$ cat config.mk
export PLATFORM = sky130hd
export DESIGN_NAME = fxp_dot_acc_flat
export DESIGN_NICKNAME = d
export VERILOG_FILES = /design/src/rtl/fxp_dot_acc_if.sv /design/src/rtl/fxp_dot_acc.sv /design/src/flat_wrapper.sv
export SDC_FILE = /design/constraint.sdc
export NUM_CORES = 1
export LEC_CHECK = 0
export BUFFER_PORTS_ARGS = -buffer_cell sky130_fd_sc_hd__buf_2
export CAP_MARGIN = 30
export CORE_MARGIN = 5
export CORE_UTILIZATION = 50
export CTS_CLUSTER_SIZE = 20
export DETAILED_ROUTE_END_ITERATION = 8
export PLACE_DENSITY_LB_ADDON = 0.2
export SYNTH_ARGS = -nofsm -noshare
export SYNTH_HDL_FRONTEND = slang
export SYNTH_SLANG_ARGS = --single-unit
$ cat constraint.sdc
create_clock -name clk -period 4.1 [get_ports clk]
set_clock_uncertainty 0.15 [all_clocks]
set_input_delay 0.82 -clock clk [delete_from_list [all_inputs] [get_ports clk]]
set_output_delay 0.82 -clock clk [all_outputs]
set_load 0.02 [all_outputs]
$ cat src/rtl/fxp_dot_acc_if.sv
// fxp_dot_acc_if: handshake bundle for the fixed-point dot-product accumulator.
//   Element side : in_valid/in_ready, fxp_i (Q8.8), wt_i (Q8.8), ovf_i
//   Result side  : out_valid/out_ready, acc_o (Q8.8), sat_o, ovf_o
// master = producer/consumer driving the block, slave = the block itself.
interface fxp_dot_acc_if;
    logic        in_valid;
    logic        in_ready;
    logic [15:0] fxp_i;
    logic [15:0] wt_i;
    logic        ovf_i;
    logic        out_valid;
    logic        out_ready;
    logic [15:0] acc_o;
    logic        sat_o;
    logic        ovf_o;

    modport master (
        output in_valid, fxp_i, wt_i, ovf_i, out_ready,
        input  in_ready, out_valid, acc_o, sat_o, ovf_o
    );

    modport slave (
        input  in_valid, fxp_i, wt_i, ovf_i, out_ready,
        output in_ready, out_valid, acc_o, sat_o, ovf_o
    );
endinterface

$ cat src/rtl/fxp_dot_acc.sv
// fxp_dot_acc: streaming Q8.8 x Q8.8 dot product over VEC_LEN element pairs.
//   clk : rising-edge clock
//   rst : asynchronous active-high reset
//   bus : fxp_dot_acc_if.slave (element input handshake, result output handshake)
// Pipeline: stage 1 registers the Q16.16 product, stage 2 accumulates into an
// ACC_W-bit accumulator. After the last element the FSM spends two DRAIN
// cycles letting the pipeline empty, then presents a rounded, saturated Q8.8
// result in HOLD until the consumer takes it.
module fxp_dot_acc #(
    parameter int VEC_LEN = 64,
    parameter int ACC_W   = 40
) (
    input logic           clk,
    input logic           rst,
    fxp_dot_acc_if.slave  bus
);
    localparam int CNT_W = $clog2(VEC_LEN + 1);
    localparam logic [CNT_W-1:0] CNT_LAST = CNT_W'(VEC_LEN - 1);

    localparam logic signed [ACC_W-1:0] RND_K  = {{(ACC_W-8){1'b0}}, 8'h80};
    localparam logic signed [ACC_W-1:0] SAT_HI = {{(ACC_W-16){1'b0}}, 16'h7FFF};
    localparam logic signed [ACC_W-1:0] SAT_LO = {{(ACC_W-16){1'b1}}, 16'h8000};

    typedef enum logic [1:0] {IDLE, ACCUM, DRAIN, HOLD} state_t;

    state_t                   state_q, state_d;
    logic [CNT_W-1:0]         cnt_q;
    logic                     drn_q;
    logic signed [31:0]       prod_q;
    logic                     prod_vld_q;
    logic                     prod_first_q;
    logic signed [ACC_W-1:0]  acc_q;
    logic                     ovf_stk_q;
    logic                     out_vld_q;
    logic [15:0]              acc_o_q;
    logic                     sat_o_q;
    logic                     ovf_o_q;

    logic in_rdy, xfer, first, last, ld_out, clr;

    // Handshake qualifiers
    assign xfer  = bus.in_valid && in_rdy;
    assign first = (cnt_q == '0);
    assign last  = (cnt_q == CNT_LAST);

    // ---------------- FSM: state register ----------------
    always_ff @(posedge clk or posedge rst) begin
        if (rst) state_q <= IDLE;
        else     state_q <= state_d;
    end

    // ---------------- FSM: next state ----------------
    always_comb begin
        state_d = state_q;
        case (state_q)
            IDLE:    if (xfer)          state_d = ACCUM;
            ACCUM:   if (xfer && last)  state_d = DRAIN;
            DRAIN:   if (drn_q)         state_d = HOLD;
            HOLD:    if (bus.out_ready) state_d = IDLE;
            default:                    state_d = IDLE;
        endcase
    end

    // ---------------- FSM: outputs ----------------
    always_comb begin
        in_rdy = (state_q == IDLE) || (state_q == ACCUM);
        // Second DRAIN cycle: the last product has reached acc_q.
        ld_out = (state_q == DRAIN) && drn_q;
        // Result handed off: wipe per-vector state before the next one.
        clr    = (state_q == HOLD) && bus.out_ready;
    end

    // ---------------- Datapath ----------------
    logic signed [31:0]      fxp_ext, wt_ext, prod_d;
    logic signed [ACC_W-1:0] prod_ext, rnd_sum, rnd;

    assign fxp_ext  = {{16{bus.fxp_i[15]}}, bus.fxp_i};
    assign wt_ext   = {{16{bus.wt_i[15]}},  bus.wt_i};
    assign prod_d   = fxp_ext * wt_ext;
    assign prod_ext = {{(ACC_W-32){prod_q[31]}}, prod_q};
    assign rnd_sum  = acc_q + RND_K;
    assign rnd      = rnd_sum >>> 8;

    always_ff @(posedge clk or posedge rst) begin
        if (rst) begin
            cnt_q        <= '0;
            drn_q        <= 1'b0;
            prod_q       <= '0;
            prod_vld_q   <= 1'b0;
            prod_first_q <= 1'b0;
            acc_q        <= '0;
            ovf_stk_q    <= 1'b0;
        end else begin
            drn_q        <= (state_q == DRAIN) ? ~drn_q : 1'b0;
            prod_vld_q   <= xfer;
            prod_first_q <= xfer && first;
            if (xfer) prod_q <= prod_d;

            // Counter stops at VEC_LEN because in_ready drops in DRAIN.
            if (clr)       cnt_q <= '0;
            else if (xfer) cnt_q <= cnt_q + 1'b1;

            if (clr)
                acc_q <= '0;
            else if (prod_vld_q)
                acc_q <= prod_first_q ? prod_ext : acc_q + prod_ext;

            if (clr)       ovf_stk_q <= 1'b0;
            else if (xfer) ovf_stk_q <= first ? bus.ovf_i : (ovf_stk_q | bus.ovf_i);
        end
    end

    // ---------------- Result register ----------------
    always_ff @(posedge clk or posedge rst) begin
        if (rst) begin
            out_vld_q <= 1'b0;
            acc_o_q   <= 16'h0000;
            sat_o_q   <= 1'b0;
            ovf_o_q   <= 1'b0;
        end else begin
            out_vld_q <= (state_d == HOLD);
            if (ld_out) begin
                ovf_o_q <= ovf_stk_q;
                if (rnd > SAT_HI) begin
                    acc_o_q <= 16'h7FFF;
                    sat_o_q <= 1'b1;
                end else if (rnd < SAT_LO) begin
                    acc_o_q <= 16'h8000;
                    sat_o_q <= 1'b1;
                end else begin
                    acc_o_q <= rnd[15:0];
                    sat_o_q <= 1'b0;
                end
            end
        end
    end

    assign bus.in_ready  = in_rdy;
    assign bus.out_valid = out_vld_q;
    assign bus.acc_o     = acc_o_q;
    assign bus.sat_o     = sat_o_q;
    assign bus.ovf_o     = ovf_o_q;
endmodule

$ cat src/flat_wrapper.sv
// flat-port wrapper written by rule: the top's interface ports become plain ports
module fxp_dot_acc_flat 
#(
    parameter int VEC_LEN = 64,
    parameter int ACC_W   = 40
)
  (clk, rst, bus_in_valid, bus_fxp_i, bus_wt_i, bus_ovf_i, bus_out_ready, bus_in_ready, bus_out_valid, bus_acc_o, bus_sat_o, bus_ovf_o);
  fxp_dot_acc_if bus_i ();
  input logic clk;
  input logic rst;
  input wire logic [$bits(bus_i.in_valid)-1:0] bus_in_valid;
  input wire logic [$bits(bus_i.fxp_i)-1:0] bus_fxp_i;
  input wire logic [$bits(bus_i.wt_i)-1:0] bus_wt_i;
  input wire logic [$bits(bus_i.ovf_i)-1:0] bus_ovf_i;
  input wire logic [$bits(bus_i.out_ready)-1:0] bus_out_ready;
  output wire logic [$bits(bus_i.in_ready)-1:0] bus_in_ready;
  output wire logic [$bits(bus_i.out_valid)-1:0] bus_out_valid;
  output wire logic [$bits(bus_i.acc_o)-1:0] bus_acc_o;
  output wire logic [$bits(bus_i.sat_o)-1:0] bus_sat_o;
  output wire logic [$bits(bus_i.ovf_o)-1:0] bus_ovf_o;
  assign bus_i.in_valid = bus_in_valid;
  assign bus_i.fxp_i = bus_fxp_i;
  assign bus_i.wt_i = bus_wt_i;
  assign bus_i.ovf_i = bus_ovf_i;
  assign bus_i.out_ready = bus_out_ready;
  assign bus_in_ready = bus_i.in_ready;
  assign bus_out_valid = bus_i.out_valid;
  assign bus_acc_o = bus_i.acc_o;
  assign bus_sat_o = bus_i.sat_o;
  assign bus_ovf_o = bus_i.ovf_o;
  fxp_dot_acc #(.VEC_LEN(VEC_LEN), .ACC_W(ACC_W)) u_core (.clk(clk), .rst(rst), .bus(bus_i));
endmodule
# Word level (Yosys, flattened, before mapping)
# Cells that the tools add are included.
# W data, S select, Z words.
[totals]
ram_bits = 0
latch_bits = 0
in_bits = 37
elab_cells = 53
mem_bits_ro = 0
ff_bits = 104
output_inout_bits = 20
n_memories = 0
[op_classes]
n_addsub = 3
n_lt_le_gt_ge = 2
mul = 1
shift = 0
eq_ne = 5
n_reduce_logical = 10
n_bitwise = 2
mux = 18
div = 0
[ops]
columns = ["operator", "n"]
rows = [
  ["$mux W40", 3],
  ["$add A40 B32 Y40", 1],
  ["$add A40 B9 Y40 const B", 1],
  ["$gt A32 B16 Y1 const B", 1],
  ["$lt A32 B16 Y1 const B", 1],
  ["$mul A16 B16 Y32", 1],
  ["$mux W16", 2],
  ["$mux W7", 2],
  ["$mux W2", 4],
  ["$pmux W2 S4", 1],
  ["$add A7 B1 Y7 const B", 1],
  ["$eq A7 B6 Y1 const B", 1],
  ["$logic_not A7 Y1", 1],
  ["$eq A2 B2 Y1 const B", 3],
  ["$mux W1", 6],
  ["$logic_and A1 B1 Y1", 5],
  ["$reduce_bool A2 Y1", 2],
  ["$eq A2 B1 Y1 const B", 1],
  ["$logic_not A2 Y1", 1],
  ["$logic_or A1 B1 Y1", 1],
  ["$not A1 Y1", 1],
  ["$or A1 B1 Y1", 1],
]

# Depth between registers and ports, before layout
# Gate-level depths: netlist of run 1.
[logic_depth]
word_depth = 7
ltp_mapped = 28
ltp_nobuf = 27

# Worst setup path before layout of run 1
# Ideal clock, no wire load.
[synth_timing]
path_type = "input-to-reg"
from = "in bus_wt_i[6]"
to = "reg u_core.prod_q[30]"
slack_ns = -3.162
t_required_ns = 3.819
cell_stages = 26
setup_ns = 0.131
arrival_ns = 6.981
path_buffers = 1
cell_sequence = "clkbuf_1 > and2_1 > fa_1 > inv_1 > fa_1 > fa_1 > inv_1 > fa_1 > fa_1 > inv_1 > fa_1 > inv_1 > ha_1 > a21o_1 > a21oi_1 > nand2_1 > nor2_1 > a21oi_1 > a211o_1 > a31o_2 > a311oi_1 > nor2_1 > o221a_2 > a31oi_1 > xor2_1 > o21ai_1"
[synth_between]
elab_chain_len = 1
[synth_lines]
columns = ["item", "line", "source"]
rows = [
  ["start: declaration", "flat_wrapper.sv:13", "input wire logic [$bits(bus_i.wt_i)-1:0] bus_wt_i;"],
  ["$mul A16 B16 Y32", "fxp_dot_acc.sv:79", "assign prod_d = fxp_ext * wt_ext;"],
  ["end signal: assignment", "fxp_dot_acc.sv:97", "if (xfer) prod_q <= prod_d;"],
  ["end: declaration", "fxp_dot_acc.sv:29", "logic signed [31:0] prod_q;"],
]
# Every way passes these cells.
# A chain may end at the register's enable or synchronous reset.

# Final worst setup path of run 1
[layout_timing]
from = "in bus_fxp_i[8]"
to = "reg u_core.prod_q[28]"
[layout_between]
elab_chain_len = 1
[layout_lines]
columns = ["item", "line", "source"]
rows = [
  ["start: declaration", "flat_wrapper.sv:12", "input wire logic [$bits(bus_i.fxp_i)-1:0] bus_fxp_i;"],
  ["$mul A16 B16 Y32", "fxp_dot_acc.sv:79", ""],
]
# Every way passes these cells.

==> qor.csv, run 1 <==
metric,value,unit
initial antenna violation count,0,
layer with the highest usage,met2,
Final period util,1.58,
RSZ-0062 raised after global routing,true,
Syn Inst Count,1943,
share of the synthesized area in the top cell type,0.312,
"slowest stage delay, CP",0.56,ns
Syn Area/Cell,8.68,µm²
global-route wire length before repair,67.5,mm
Worst path depth,28,
combined area of the multi-input logic cells,0.0134,mm²
Setup crit start kind,input pin,
Post-synth EDFFs,0,
post-synthesis cell area,0.0169,mm²
critical path class,input pin to flip-flop,
vias per cell,5.21,
vias in the first global route,14000,
wire length per cell,15.3,µm
multiplexer share of the synthesized area,0.00839,
CTS Buf Count,9,
PortBufs,56,
GPL Wtd Cong,0.880,
Hold Crit Class,flip-flop to flip-flop,
cell count of the worst reg-to-reg path,14,
Hold WS,0.287,ns
layout cells sized above 1,0.222,
Die W,194,µm
number of max-cap violations,0,
CTS H-Tree Depth,3,
Slowest cell on crit path,fa_2,
via count,13500,
fraction of the mapped netlist area in compound gates,0.120,
GRT met3 Usage,0.0212,
clock sink count,104,
GRT overflow,0,
Adder-Cell Fraction of Synth Area,0.404,
clk root buf,clkbuf_16,
"Req. time, crit path",4.16,ns
"FFs w/ async S/R, synth",1.00,
hold depth,1,
GRT Total Usage,0.213,
nets,2572,
Fmax,154,MHz
Initial Util,0.504,
top post-synthesis cells by area,"fa_1 31%, dfrtp_1 15%, ha_1 9.2%",
area grow syn2layout,21.0,%
post-DP HPWL,33.4,mm
Worst Path Arrival,6.54,ns
diodes inserted,0,
Buffers & Inverters on Critical Path,8,
core box area,0.0334,mm²
post-route antenna net violation count,0,
met1 GRT Util,0.294,
die area,0.0375,mm²
final setup margin,-2.38,ns
outcome,"complete, but fails checks",
family with the most delay on the worst path,adder cells,
worst slew pin tran,0.817,ns
filler cell count,2858,
Unique masters post-synth,67,
Yosys warnings,0,
failing checks,negative setup slack,
leading area contributor after synthesis,fa_1,
Die Span Y,194,µm
Clock Path Buffers,2,
initial drt markers,698,
clock-pin slew on the worst setup and hold paths,0.07,ns
crit path time final,6.48,ns
Max Fanout on Critical Path,3,
CTS tree,built,
Pre-Repair DR Iteration Count,5,
Top Ports,57,
# rows,67,
# DRC,0,
met2 usage,0.369,
largest family of logic cells by synthesized area,adder cells,
"most used cell, CP",fa_1,
syn nets,2367,
Relative slew margins,0.455,
final setup fails,26,
flop and latch count out of synthesis,104,
register area share after synthesis,0.154,
Slew Limit Fails,0,
Synth Area in Simple Gates,0.169,
clock latency on the worst-skew pair,0.35,ns
largest net degree at the start of global routing,59,
crit end category,flip-flop,
xor-xnor portion of the synthesized cell area,0.0473,
top_reg_cell synth,dfrtp_1,
register area,0.00261,mm²
final WL,39.9,mm
Final Hold Vio Count,0,
==> worst register-to-register path: stages, from the launching register on <==
cell and delay [ns]:
dfrtp_1 0.45, ha_1 0.40, nand3_1 0.20, nor2_1 0.24
a2111oi_2 0.09, o21a_1 0.27, o31a_1 0.37, a311oi_2 0.38
a221o_1 0.29, a41oi_1 0.17, o21bai_2 0.20, mux2i_1 0.23
nand2_1 0.07, a21oi_1 0.17, a21oi_1 0.08
==> final timing paths <==
kind,endpoint,startpoint,slack [ns]
min reg2reg,u_core.drn_q$_DFF_PP0_,u_core.drn_q$_DFF_PP0_,0.29
max reg2reg,u_core.acc_q[39]$_DFFE_PP0P_,u_core.acc_q[8]$_DFFE_PP0P_,0.23
min,u_core.drn_q$_DFF_PP0_,u_core.drn_q$_DFF_PP0_,0.29
max,u_core.prod_q[28]$_DFFE_PP0P_,bus_fxp_i[8],-2.38
min in group asynchronous,u_core.bus.ovf_o$_DFFE_PP0P_,rst,0.30
max in group asynchronous,u_core.prod_vld_q$_DFF_PP0_,rst,2.57
==> layer usage <==
layer / vias to the layer above / wire, µm
met1: 6716 / 18100
met2: 231 / 19900
met5: - / 0
met4: 0 / 601
met3: 45 / 1300
li1: 6554 / -
==> flip-flops by register name, indices dropped and copies added, names as in the netlist <==
signal and cells:
u_core.prod_first_q 1, u_core.prod_vld_q 1, u_core.ovf_stk_q 1, u_core.bus.sat_o 1, u_core.acc_q 40, u_core.bus.acc_o 16, u_core.prod_q 32, u_core.bus.ovf_o 1
u_core.drn_q 1, u_core.cnt_q 7, u_core.state_q 2, u_core.bus.out_valid 1
==> cell usage after synthesis, drive strengths merged, types with 5 or more instances <==
master and number:
a211o 5, a211oi 12, a21o 29, a21oi 100, a22oi 11, a31oi 10
and2 129, and3 12, buf 11, clkbuf 60, dfrtp 104, fa 263
ha 124, inv 358, mux2i 13, nand2 252, nand2b 12, nand3 32
nand4 14, nor2 100, nor2b 11, nor3 17, o211ai 9, o21a 8
o21ai 86, o21bai 12, or2 6, xnor2 53, xor2 38
==> kinds of logic (layout without fill, tap and decap cells) <==
| family | count (synthesis) | in the layout |
|---|---|---|
| AO/OA/AOI/OAI | 317 | 317 |
| XOR/XNOR | 91 | 91 |
| adder cells (fa/ha/maj) | 387 | 387 |
| buffers and inverters | 429 | 639 |
| flip-flops | 104 | 104 |
| multiplexers | 14 | 14 |
| AND/OR/NAND/NOR | 601 | 601 |
==> layout by cell type (no fill, tap or decap), types with 10 or more instances in the layout <==
cell type,netlist,final
nand2b_1,12,12
and2_1,127,100
mux2i_1,13,13
nand3_1,32,31
inv_2,0,35
xnor2_1,53,46
buf_2,3,35
ha_4,0,19
fa_2,0,13
nand2_2,0,12
nor2b_1,11,10
dfrtp_1,104,102
a21o_1,29,29
nor2_1,100,94
o21ai_1,11,30
fa_1,263,250
nand4_1,14,14
o21ai_0,74,53
buf_4,0,164
inv_1,358,322
a211oi_1,12,10
and2_4,2,29
buf_6,1,53
a21oi_1,99,83
xor2_1,38,36
ha_1,124,97
a21oi_2,1,15
o21bai_1,12,11
nor3_1,17,16
nand2_1,251,237
==> repair_timing <==
action                                  4_1_cts  5_1_grt
hold buffers                                  0        0
endpoints found under the hold margin         0        0
buffers inserted                             24       14
resized for setup                           135       68
endpoints found under the setup margin       26       29
pin swaps                                    69       75
cloned                                        0        0
==> cell type report <==
class,instances,area share
Clock buffer,11,0.0114
Clock inverter,5,0.00288
Inverter,358,0.0660
Multi-Input combinational cell,1410,0.656
Sequential cell,104,0.128
Tap cell,448,0.0275
Timing Repair Buffer,265,0.109
==> stage by stage <==
| step | utilization | area, µm² | setup slack [ns] | instances | setup TNS [ns] |
|---|---|---|---|---|---|
| 2_1_floorplan | - | 17400 | -2.58 | 1943 | -40.68 |
| 3_3_place_gp | 0.574 | 19200 | -2.87 | 2562 | -53.49 |
| 3_5_place_dp | 0.574 | 19200 | -2.88 | 2562 | -54.26 |
| 4_1_cts | 0.601 | 20100 | -2.37 | 2591 | -41.48 |
| 5_1_grt | 0.610 | 20400 | -2.70 | 2601 | -48.38 |
| 6_report | 0.610 | 20400 | -2.38 | 2601 | -42.11 |
Power of run 1 is left out: the tool's default activity adds up to more than one toggle a clock period on the data nets, which glitch-free logic cannot reach.
==> run 2, diff against run 1 <==
SETUP_SLACK_MARGIN = 0.3   (was not set)
==> run 2 against run 1 <==
The flow still finishes with violations (negative setup slack). Critical path depth decreased by 2. Design area increased by 1.1%. Utilization up 0.67 points. Critical path type unchanged.
==> qor.csv, run 2 (synthesized netlist as in run 1, its figures left out) <==
metric,value,unit
outcome,"complete, but fails checks",
failing checks,negative setup slack,
post-route antenna net violation count,0,
layer with the highest usage,met2,
Hold WS,0.283,ns
core box area,0.0334,mm²
Top reg by flops,u_core.acc_q,
via count,13400,
final setup fails,25,
PortBufs,56,
initial antenna violation count,0,
post-DP HPWL,32.5,mm
largest net degree at the start of global routing,68,
Die Span Y,194,µm
Top Ports,57,
"Req. time, crit path",4.16,ns
initial drt markers,595,
Hold Crit Class,flip-flop to flip-flop,
CTS Buf Count,9,
clock latency on the worst-skew pair,0.35,ns
Final Hold Vio Count,0,
clock sink count,104,
Pre-Repair DR Iteration Count,5,
crit end category,flip-flop,
crit path time final,6.49,ns
Clock Path Buffers,2,
global-route wire length before repair,68.2,mm
GRT met3 Usage,0.0193,
wire length per cell,15.2,µm
GRT overflow,0,
Worst Path Arrival,6.56,ns
Fmax,154,MHz
Slowest cell on crit path,fa_1,
most frequent cells in the layout,"317 x inv_1, 250 x fa_1, 238 x nand2_1, 178 x buf_4, 103 x and2_1",
layout cells sized above 1,0.233,
clock-pin slew on the worst setup and hold paths,0.07,ns
family with the most delay on the worst path,adder cells,
Initial Util,0.504,
critical path class,input pin to flip-flop,
vias in the first global route,14200,
Final period util,1.58,
Die W,194,µm
GPL Wtd Cong,0.912,
worst slew pin tran,0.782,ns
met1 GRT Util,0.298,
Worst path depth,26,
nets,2581,
RSZ-0062 raised after global routing,true,
hold depth,1,
CTS H-Tree Depth,3,
GRT Total Usage,0.213,
Max Fanout on Critical Path,4,
cell count of the worst reg-to-reg path,17,
Buffers & Inverters on Critical Path,5,
Setup Slack @ Placement,-3.00,ns
Setup crit start kind,input pin,
diodes inserted,0,
Slew Limit Fails,0,
number of max-cap violations,0,
final WL,39.6,mm
die area,0.0375,mm²
met2 usage,0.369,
"commonest non-fill, non-tap cell in the layout",inv_1,
clk root buf,clkbuf_16,
"slowest stage delay, CP",0.54,ns
vias per cell,5.15,
area grow syn2layout,22.3,%
Relative slew margins,0.478,
"most used cell, CP",fa_1,
final setup margin,-2.39,ns
CTS tree,built,
# DRC,0,
# rows,67,
max reg flops,40,
## run 2: changes by cell type in the layout (fill, tap and decap cells not counted), sizes merged
cell	delta
clkbuf	-1
inv	+1
clkinvlp	+1
bufinv	-1
buf	+9
## run 2: final timing paths
kind | start | endpoint | slack (ns)
max | bus_fxp_i[9] | u_core.prod_q[30]$_DFFE_PP0P_ | -2.39
min | u_core.drn_q$_DFF_PP0_ | u_core.drn_q$_DFF_PP0_ | 0.28
max reg2reg | u_core.prod_q[0]$_DFFE_PP0P_ | u_core.acc_q[36]$_DFFE_PP0P_ | 0.42
min reg2reg | u_core.drn_q$_DFF_PP0_ | u_core.drn_q$_DFF_PP0_ | 0.28
max in group asynchronous | rst | u_core.acc_q[17]$_DFFE_PP0P_ | 2.55
min in group asynchronous | rst | u_core.state_q[1]$_DFF_PP0_ | 0.44
## run 2: area by class of cell
type	count	area (µm²)
multi-input cells	1410	13600
fillers	2878	12800
flip-flops and latches	104	2610
repair buffers	274	2260
inverters	358	1350
well taps	448	561
clock buffers	10	229
clock inverters	6	45.0
## run 2: what timing repair did
action,CTS,global route
pin swaps,86,40
gates resized for setup,151,64
hold buffers,0,0
setup buffers,27,8
endpoints found under the setup margin,33,32
hold endpoints to repair,0,0
## run 2: routing by layer
metal / wire, µm / vias to the layer above
met5: 0 / -
met4: 591 / 0
met3: 1360 / 42
met2: 19300 / 239
met1: 18300 / 6618
li1: - / 6541
## run 2: per-stage QoR
stage | TNS, ns | instances | util | instance area, µm²
after floorplan | -40.68 | 1943 | - | 17400
after global placement | -53.62 | 2559 | 0.574 | 19200
after detailed placement | -55.01 | 2559 | 0.574 | 19200
after CTS | -41.51 | 2602 | 0.606 | 20300
after global routing | -47.43 | 2610 | 0.617 | 20600
final | -42.59 | 2610 | 0.617 | 20600
Power of run 2 is left out for the same reason.
